**config.mk**
```make
export PLATFORM = sky130hd
export DESIGN_NAME = io_port_bank
export DESIGN_NICKNAME = d
export VERILOG_FILES = /design/src/rtl/io_port_bank.sv
export SDC_FILE = /design/constraint.sdc
export NUM_CORES = 1
export LEC_CHECK = 0
export CAP_MARGIN = 30
export CELL_PAD_IN_SITES_DETAIL_PLACEMENT = 0
export CELL_PAD_IN_SITES_GLOBAL_PLACEMENT = 1
export CORE_MARGIN = 2
export CORE_UTILIZATION = 49
export CTS_CLUSTER_SIZE = 20
export DETAILED_ROUTE_END_ITERATION = 16
export PLACE_DENSITY_LB_ADDON = 0.1
export SLEW_MARGIN = 20
export SYNTH_ARGS = -nofsm -noshare
export SYNTH_HDL_FRONTEND = slang
export SYNTH_SLANG_ARGS = --single-unit
```
**constraint.sdc**
```tcl
create_clock -name clk -period 2.5 [get_ports clk]
set_input_delay 0.5 -clock clk [delete_from_list [all_inputs] [get_ports clk]]
set_output_delay 0.5 -clock clk [all_outputs]
set_load 0.02 [all_outputs]
```
**src/rtl/io_port_bank.sv**
```systemverilog
`default_nettype none
// ============================================================================
// Module      : io_port_bank
// Description : Bank of N_CH bidirectional I/O channels. Each channel has an
//               output FIFO (CPU pushes, external side pops through a
//               valid/ready handshake) and an input FIFO (external side
//               pushes through valid/ready, CPU pops). All FIFOs are
//               first-word fall-through and DEPTH x WIDTH. Misuse sets sticky
//               per-channel overflow/underflow flags and a bad-channel flag.
// Ports       : clk, rst          - clock, asynchronous active-high reset
//               cpu_ch            - channel addressed by every CPU operation
//               cpu_wr/cpu_wdata  - push into the selected output FIFO
//               cpu_rd/cpu_rdata  - pop / head of the selected input FIFO
//               cpu_out_full      - selected output FIFO full (1 if bad ch)
//               cpu_in_empty      - selected input FIFO empty (1 if bad ch)
//               out_data/valid/ready - per-channel output FIFO heads
//               in_data/valid/ready  - per-channel input FIFO feeds
//               err_ovf/unf/ch, err_clr - sticky error flags and their clear
// Revision    : 1.0 - initial release
// ============================================================================
module io_port_bank #(
   parameter int  WIDTH = 16,
   parameter int  N_CH  = 2,
   parameter int  DEPTH = 4,
   localparam int CH_W  = (N_CH > 1) ? $clog2(N_CH) : 1,
   localparam int CNT_W = $clog2(DEPTH + 1)
) (
   input  logic                    clk,
   input  logic                    rst,
   input  logic [CH_W-1:0]         cpu_ch,
   input  logic                    cpu_wr,
   input  logic [WIDTH-1:0]        cpu_wdata,
   input  logic                    cpu_rd,
   output logic [WIDTH-1:0]        cpu_rdata,
   output logic                    cpu_out_full,
   output logic                    cpu_in_empty,
   output logic [N_CH*WIDTH-1:0]   out_data,
   output logic [N_CH-1:0]         out_valid,
   input  logic [N_CH-1:0]         out_ready,
   input  logic [N_CH*WIDTH-1:0]   in_data,
   input  logic [N_CH-1:0]         in_valid,
   output logic [N_CH-1:0]         in_ready,
   output logic [N_CH-1:0]         err_ovf,
   output logic [N_CH-1:0]         err_unf,
   output logic                    err_ch,
   input  logic                    err_clr
);

   localparam int               PTR_W    = $clog2(DEPTH);
   localparam logic [CNT_W-1:0] FULL_CNT = CNT_W'(DEPTH);

   logic                        ch_ok_w;
   logic [N_CH-1:0]             sel_w;
   logic [N_CH-1:0]             out_full_w;
   logic [N_CH-1:0]             in_empty_w;
   logic [N_CH-1:0][WIDTH-1:0]  in_head_w;
   logic [N_CH-1:0]             ovf_set_w;
   logic [N_CH-1:0]             unf_set_w;
   logic                        ch_set_w;

   logic [N_CH-1:0]             err_ovf_q;
   logic [N_CH-1:0]             err_unf_q;
   logic                        err_ch_q;

   // cpu_ch may be wider than needed to encode N_CH, so out-of-range codes
   // must be caught explicitly.
   assign ch_ok_w  = (32'(cpu_ch) < 32'(N_CH));
   assign ch_set_w = (cpu_wr | cpu_rd) & ~ch_ok_w;

   generate
      for (genvar k = 0; k < N_CH; k++) begin : g_ch
         // ---------------- output FIFO (CPU -> external) ----------------
         logic [WIDTH-1:0] out_mem_q [DEPTH];
         logic [PTR_W-1:0] out_wptr_q;
         logic [PTR_W-1:0] out_rptr_q;
         logic [CNT_W-1:0] out_cnt_q;
         logic [CNT_W-1:0] out_cnt_d;
         logic             out_push_w;
         logic             out_pop_w;

         // ---------------- input FIFO (external -> CPU) -----------------
         logic [WIDTH-1:0] in_mem_q [DEPTH];
         logic [PTR_W-1:0] in_wptr_q;
         logic [PTR_W-1:0] in_rptr_q;
         logic [CNT_W-1:0] in_cnt_q;
         logic [CNT_W-1:0] in_cnt_d;
         logic             in_push_w;
         logic             in_pop_w;

         assign sel_w[k] = (32'(cpu_ch) == 32'(k));

         assign out_full_w[k] = (out_cnt_q == FULL_CNT);
         assign out_valid[k]  = (out_cnt_q != '0);
         // A push into a full FIFO is dropped even when a pop frees a slot
         // on the same edge, so fullness is judged on the current count.
         assign out_push_w    = cpu_wr & sel_w[k] & ~out_full_w[k];
         assign out_pop_w     = out_valid[k] & out_ready[k];
         assign ovf_set_w[k]  = cpu_wr & sel_w[k] & out_full_w[k];
         // Storage is not reset, so mask the head while empty.
         assign out_data[k*WIDTH +: WIDTH] = out_valid[k] ? out_mem_q[out_rptr_q] : '0;

         assign in_ready[k]   = (in_cnt_q != FULL_CNT);
         assign in_empty_w[k] = (in_cnt_q == '0);
         assign in_push_w     = in_valid[k] & in_ready[k];
         assign in_pop_w      = cpu_rd & sel_w[k] & ~in_empty_w[k];
         assign unf_set_w[k]  = cpu_rd & sel_w[k] & in_empty_w[k];
         assign in_head_w[k]  = in_empty_w[k] ? '0 : in_mem_q[in_rptr_q];

         always_comb begin
            out_cnt_d = out_cnt_q;
            if (out_push_w && !out_pop_w) begin
               out_cnt_d = out_cnt_q + CNT_W'(1);
            end else if (!out_push_w && out_pop_w) begin
               out_cnt_d = out_cnt_q - CNT_W'(1);
            end
         end

         always_comb begin
            in_cnt_d = in_cnt_q;
            if (in_push_w && !in_pop_w) begin
               in_cnt_d = in_cnt_q + CNT_W'(1);
            end else if (!in_push_w && in_pop_w) begin
               in_cnt_d = in_cnt_q - CNT_W'(1);
            end
         end

         // DEPTH is a power of two, so the pointers wrap from DEPTH-1 to 0
         // by plain binary overflow.
         always_ff @(posedge clk or posedge rst) begin
            if (rst) begin
               out_wptr_q <= '0;
               out_rptr_q <= '0;
               out_cnt_q  <= '0;
               in_wptr_q  <= '0;
               in_rptr_q  <= '0;
               in_cnt_q   <= '0;
            end else begin
               if (out_push_w) out_wptr_q <= out_wptr_q + PTR_W'(1);
               if (out_pop_w)  out_rptr_q <= out_rptr_q + PTR_W'(1);
               out_cnt_q <= out_cnt_d;
               if (in_push_w)  in_wptr_q  <= in_wptr_q + PTR_W'(1);
               if (in_pop_w)   in_rptr_q  <= in_rptr_q + PTR_W'(1);
               in_cnt_q  <= in_cnt_d;
            end
         end

         always_ff @(posedge clk) begin
            if (out_push_w) out_mem_q[out_wptr_q] <= cpu_wdata;
            if (in_push_w)  in_mem_q[in_wptr_q]   <= in_data[k*WIDTH +: WIDTH];
         end
      end
   endgenerate

   // CPU-side status mux; an unmapped channel reads as full and empty.
   always_comb begin
      cpu_out_full = 1'b1;
      cpu_in_empty = 1'b1;
      cpu_rdata    = '0;
      for (int k = 0; k < N_CH; k++) begin
         if (sel_w[k]) begin
            cpu_out_full = out_full_w[k];
            cpu_in_empty = in_empty_w[k];
            cpu_rdata    = in_head_w[k];
         end
      end
   end

   // Sticky errors: a new error on the same edge as err_clr wins.
   always_ff @(posedge clk or posedge rst) begin
      if (rst) begin
         err_ovf_q <= '0;
         err_unf_q <= '0;
         err_ch_q  <= 1'b0;
      end else begin
         err_ovf_q <= ovf_set_w | (err_ovf_q & {N_CH{~err_clr}});
         err_unf_q <= unf_set_w | (err_unf_q & {N_CH{~err_clr}});
         err_ch_q  <= ch_set_w  | (err_ch_q & ~err_clr);
      end
   end

   assign err_ovf = err_ovf_q;
   assign err_unf = err_unf_q;
   assign err_ch  = err_ch_q;

endmodule
`default_nettype wire

```
Yosys cells after proc, flatten, opt, wreduce, memory -nomap -nowiden

Memory sizes are Yosys's and may differ from the RTL's.
Index checks and enable logic that the tools add are counted.

Equal/unequal tests: 4
Reduce and logical (&&, ||, !) cells: 24
Mux-type cells: 23
Add/subtract/negate cells: 16
Bitwise operators: 27

Operator list:

| cell                  | count |
|---|---|
| $mux W16              | 5 |
| $mux W3               | 8 |
| $and A1 B1 Y1         | 17 |
| $add A2 B1 Y2 const B | 8 |
| $add A3 B1 Y3 const B | 4 |
| $sub A3 B1 Y3 const B | 4 |
| $mux W1               | 10 |
| $logic_and A1 B1 Y1   | 8 |
| $logic_not A1 Y1      | 8 |
| $reduce_bool A2 Y1    | 4 |
| $eq A3 B3 Y1 const B  | 2 |
| $logic_not A3 Y1      | 2 |
| $ne A3 B3 Y1 const B  | 2 |
| $not A1 Y1            | 6 |
| $reduce_bool A3 Y1    | 2 |
| $and A2 B2 Y2         | 2 |
| $or A2 B2 Y2          | 2 |

Input bits: 58
Logic and storage cells: 113
Register bits: 33
Bits in writable memories: 256
Memories: 4

Memory list:

| name              | depth | bits a word | read ports | clocked after memory_dff | write ports | line | text |
|---|---|---|---|---|---|---|---|
| g_ch[0].in_mem_q  | 4     | 16          | 1          | 0                        | 1           | 82   | `logic [WIDTH-1:0] in_mem_q [DEPTH];` |
| g_ch[0].out_mem_q | 4     | 16          | 1          | 0                        | 1           | 73   | `logic [WIDTH-1:0] out_mem_q [DEPTH];` |
| g_ch[1].in_mem_q  | 4     | 16          | 1          | 0                        | 1           | 82   |  |
| g_ch[1].out_mem_q | 4     | 16          | 1          | 0                        | 1           | 73   |  |

Longest topological paths before layout

Word-level depth: 7
Mapped depth: 9

Least setup slack after synthesis

Ideal clock, no wire load.

Path type: input to register
Start point: input port cpu_ch
End point: register g_ch[0].out_cnt_q[2]
Arrival: 2.114 ns
Cell stages on the path: 9
Slack: 0.307 ns
Library setup time: 0.079 ns
Path buffers: 1
Path through: buf_6 nand2b_1 a21oi_1 ha_1 inv_1 fa_1 xor2_1 nor2_1 xor2_1

Longest elaborated chain between the ends: 6

Ends and longest elaborated chain:

| element                      | line | text |
|---|---|---|
| start, declared              | 30   | `input logic [CH_W-1:0] cpu_ch,` |
| $not A1 Y1 *                 | 90   | `assign sel_w[k] = (32'(cpu_ch) == 32'(k));` |
| $and A1 B1 Y1 * (2 in a row) | 96   | `assign out_push_w = cpu_wr & sel_w[k] & ~out_full_w[k];` |
| named net g_ch[0].out_push_w | 78   | `logic out_push_w;` |
| $logic_not A1 Y1             | 113  | `end else if (!out_push_w && out_pop_w) begin` |
| $logic_and A1 B1 Y1          | 113  |  |
| $reduce_bool A2 Y1 (no line) | --   |  |
| end signal, assigned         | 140  | `out_cnt_q <= out_cnt_d;` |
| end, declared                | 76   | `logic [CNT_W-1:0] out_cnt_q;` |

The timed path passes the listed nets; every way through them passes the cells marked *.
A chain may end at the register's enable or synchronous reset.

Worst setup path in the final report

Start point: register g_ch[0].in_rptr_q[0]
End point: output port cpu_rdata[12]

Longest elaborated chain between the ends: 3

Ends and longest elaborated chain:

| element                | line | text |
|---|---|---|
| start, declared        | 84   | `logic [PTR_W-1:0] in_rptr_q;` |
| start signal, assigned | 142  | `if (in_pop_w) in_rptr_q <= in_rptr_q + PTR_W'(1);` |
| $mem_v2 Z4 W16         | --   |  |
| $mux W16               | 107  | `assign in_head_w[k] = in_empty_w[k] ? '0 : in_mem_q[in_rptr_q];` |
| $mux W16               | 160  | `if (sel_w[k]) begin` |
| end, declared          | 34   | `output logic [WIDTH-1:0] cpu_rdata,` |

No other way between the ends.

==> impl_metrics.json <==
{
  "grt_overflow_total": 0,
  "synth-edff-count": 256,
  "setup_violations": 21,
  "ys_types": 33,
  "fin_worst_skew_ns": 0.00711,
  "syn_inst": 558,
  "crit_chain": "buf_12, buf_8, mux4_2, a22o_1, buf_6",
  "final_cells": 1092,
  "crit_required_ns": 2.00,
  "clkPwrFrac": 0.237,
  "die_w_um": 157,
  "min_period_ns": 2.61,
  "gp_congestion": 0.737,
  "finalCritPeriodShare": 1.04,
  "ys.flop_type": "edfxtp_1",
  "wl_mm": 22.7,
  "yosys.cell_count.top_type": "edfxtp_1",
  "rsz0062_at_grt": "yes",
  "cts_hold_buf": 0,
  "grt_pass1_wl_mm": 34.7,
  "chipHeight_um": 157,
  "ys_seq_elements": 289,
  "cp_slowest_cell": "mux4_2",
  "violations": "negative setup slack",
  "worst_pin_slew_ns": 0.452,
  "setup_tns_ns": -1.24,
  "rows": 56,
  "port_buffers": 116,
  "diodes": 0,
  "insertion_delay_ns": 0.53,
  "end_kind": "output port",
  "clockBufferDepth": 3,
  "wire_per_inst_um": 20.8,
  "tritoncts": "built",
  "status": "complete, but fails checks",
  "hold_class": "primary input to async pin",
  "ios": 117,
  "path_clk_slew_ns": 0.06,
  "worstSetupStartpointType": "register",
  "initial_core_util": 0.495,
  "cap_violations": 0,
  "ir_worst_vdd_mv": 0.718,
  "drive_gt1_frac": 0.362,
  "syn-cell-area_um2": 11500,
  "htree_levels": 1,
  "p_seq_frac": 0.358,
  "synth.net_count": 640,
  "place_ws_ns": -0.269,
  "dp_hpwl_mm": 14.7,
  "first_global_vias": 6084,
  "yosysWarnings": 0,
  "cts_sinks": 289,
  "area_delta_synth_final_pct": 29.4,
  "syn_area_per_cell_um2": 20.6,
  "synthTopCellsByArea": "edfxtp_1 (67%), mux4_2 (12%), dfrtp_1 (7.2%)",
  "fp.dieArea_um2": 24700,
  "synth_commonest_cells": "edfxtp_1 (256), mux4_2 (63), and2_1 (48)",
  "placed_cells": 1020,
  "drc": 0,
  "synth_top_area_frac": 0.668,
  "fmax_ghz": 0.384,
  "cts_buffers": 29,
  "report.final.slew_viol_count": 0,
  "vias": 5689,
  "p_sw_mw": 5.55,
  "hold_violations": 0,
  "first_pass_iters": 4,
  "powerDensity_nw_per_um2": 1250,
  "layout.nets": 833,
  "antenna_found_initial": 0,
  "p_sw_frac": 0.298,
  "core_um2": 23300,
  "synth_seq_area_share": 0.740,
  "criticalPathCategory": "register to output port",
  "viasPerCell": 5.21,
  "arrival_ns": 2.11,
  "path_max_fanout": 6,
  "grt_use_total": 0.188,
  "yosysTopAreaCell": "edfxtp_1",
  "maxSlewHeadroom": 0.699,
  "grt_max_degree": 34,
  "comb_power_share": 0.405,
  "intPower_mw": 13.1,
  "leakagePower_nw": 5.33,
  "max_stage_delay_ns": 0.54,
  "async_flop_share": 0.114,
  "cts_root_buffer": "clkbuf_16",
  "drtIter0Drc": 368,
  "ant_nets": 0,
  "setup_slack_ns": -0.107
}
-- critical path, delay by kind of cell (launching register included) --
kind / cells / cell delay, ns
AO/OA/AOI/OAI: 1 / 0.24
buffers and inverters: 3 / 0.37
flip-flops: 1 / 0.42
multiplexers: 1 / 0.54
-- per-layer routing --
layer / part of all wire / wire length, um / GRT usage / vias to the layer above
met4: 0.012 / 280 / 0.0368 / 0
met1: 0.45 / 10300 / 0.270 / 2961
met3: 0.050 / 1140 / 0.0388 / 24
li1: - / - / - / 2591
met5: 0 / 0 / 0 / -
met2: 0.48 / 11000 / 0.303 / 113
-- area by class of cell --
| class | instances | area [um^2] |
|---|---|---|
| multi-input cells | 228 | 2900 |
| inverters | 17 | 63.8 |
| flip-flops and latches | 289 | 8520 |
| well taps | 319 | 399 |
| fillers | 1627 | 8370 |
| clock buffers | 34 | 744 |
| repair buffers | 186 | 2030 |
| clock inverters | 19 | 238 |
-- layout by cell type (no fill, tap or decap), types with 2 or more instances in the layout --
cell,instances
buf_4,46
and2_1,17
dfrtp_1,27
clkdlybuf4s50_1,62
ha_1,20
a22o_4,7
dlygate4sd2_1,2
mux2_2,8
buf_6,49
fa_1,4
mux4_2,63
nand2_2,2
edfxtp_1,256
dfrtp_2,6
clkbuf_16,32
clkbuf_1,5
xor2_1,8
a21oi_1,2
or3_1,3
clkinv_1,8
bufinv_16,6
and2_4,32
clkinv_2,4
nand3_1,5
a22o_1,9
o21ai_0,2
xnor2_1,16
inv_1,17
clkdlybuf4s15_1,2
buf_8,2
nor2b_1,2
o22ai_1,3
nand2_1,8
nor2_1,10
buf_12,17
-- repair_timing --
item,CTS,global route
pin swaps,15,6
gates resized for setup,245,114
cloned,3,2
setup endpoints to repair,52,53
setup buffers,14,5
-- cell families (layout without fill, tap and decap cells) --
kind of cell | after synthesis | after routing | share of synthesized area
buffers and inverters | 41 | 256 | 0.0212
AO/OA/AOI/OAI | 25 | 25 | 0.0179
XOR/XNOR | 24 | 24 | 0.0183
AND/OR/NAND/NOR | 83 | 83 | 0.0408
flip-flops | 289 | 289 | 0.740
multiplexers | 72 | 72 | 0.133
adder cells (fa/ha/maj) | 24 | 24 | 0.0287
-- state kept, by name, summed over array words and instances, names as in the netlist, 4 cells and up --
register,flops
g_ch.in_rptr_q,4
g_ch.in_cnt_q,6
g_ch.out_cnt_q,6
g_ch.in_mem_q,128
g_ch.in_wptr_q,4
g_ch.out_mem_q,128
g_ch.out_wptr_q,4
g_ch.out_rptr_q,4
-- power groups by stage --
stage / clock [mW] / sequential [mW] / combinational [mW]
final: 4.41 / 6.66 / 7.53
after global routing: 4.73 / 6.74 / 8.06
after CTS: 4.53 / 6.63 / 6.78
after detailed placement: 0 / 6.70 / 6.57
after global placement: 0 / 6.63 / 6.48
after floorplan: 0 / 6.59 / 3.97
-- final timing paths --
path,start,end,slack [ns],cells after the start
max,g_ch[0].in_rptr_q[0],cpu_rdata[12],-0.11,5
min,rst,g_ch[0].in_wptr_q[1],0.38,3
max reg2reg,g_ch[0].out_cnt_q[0],g_ch[0].out_cnt_q[2],0.18,9
min reg2reg,err_ch,err_ch,0.50,1
max in group asynchronous,rst,g_ch[1].in_rptr_q[0],1.77,3
min in group clk,err_ch,err_ch,0.50,1
-- stage by stage --
| stage | hold slack [ns] | util | area (um^2) | total power [mW] |
|---|---|---|---|---|
| after detailed placement | 0.485 | 0.578 | 13400 | 13.3 |
| after floorplan | 0.475 | - | 11500 | 10.6 |
| after CTS | 0.374 | 0.625 | 14600 | 17.9 |
| final | 0.385 | 0.640 | 14900 | 18.6 |
| after global placement | 0.488 | 0.578 | 13400 | 13.1 |
| after global routing | 0.434 | 0.640 | 14900 | 19.5 |
No activity file was read; power rests on OpenSTA's default activity.
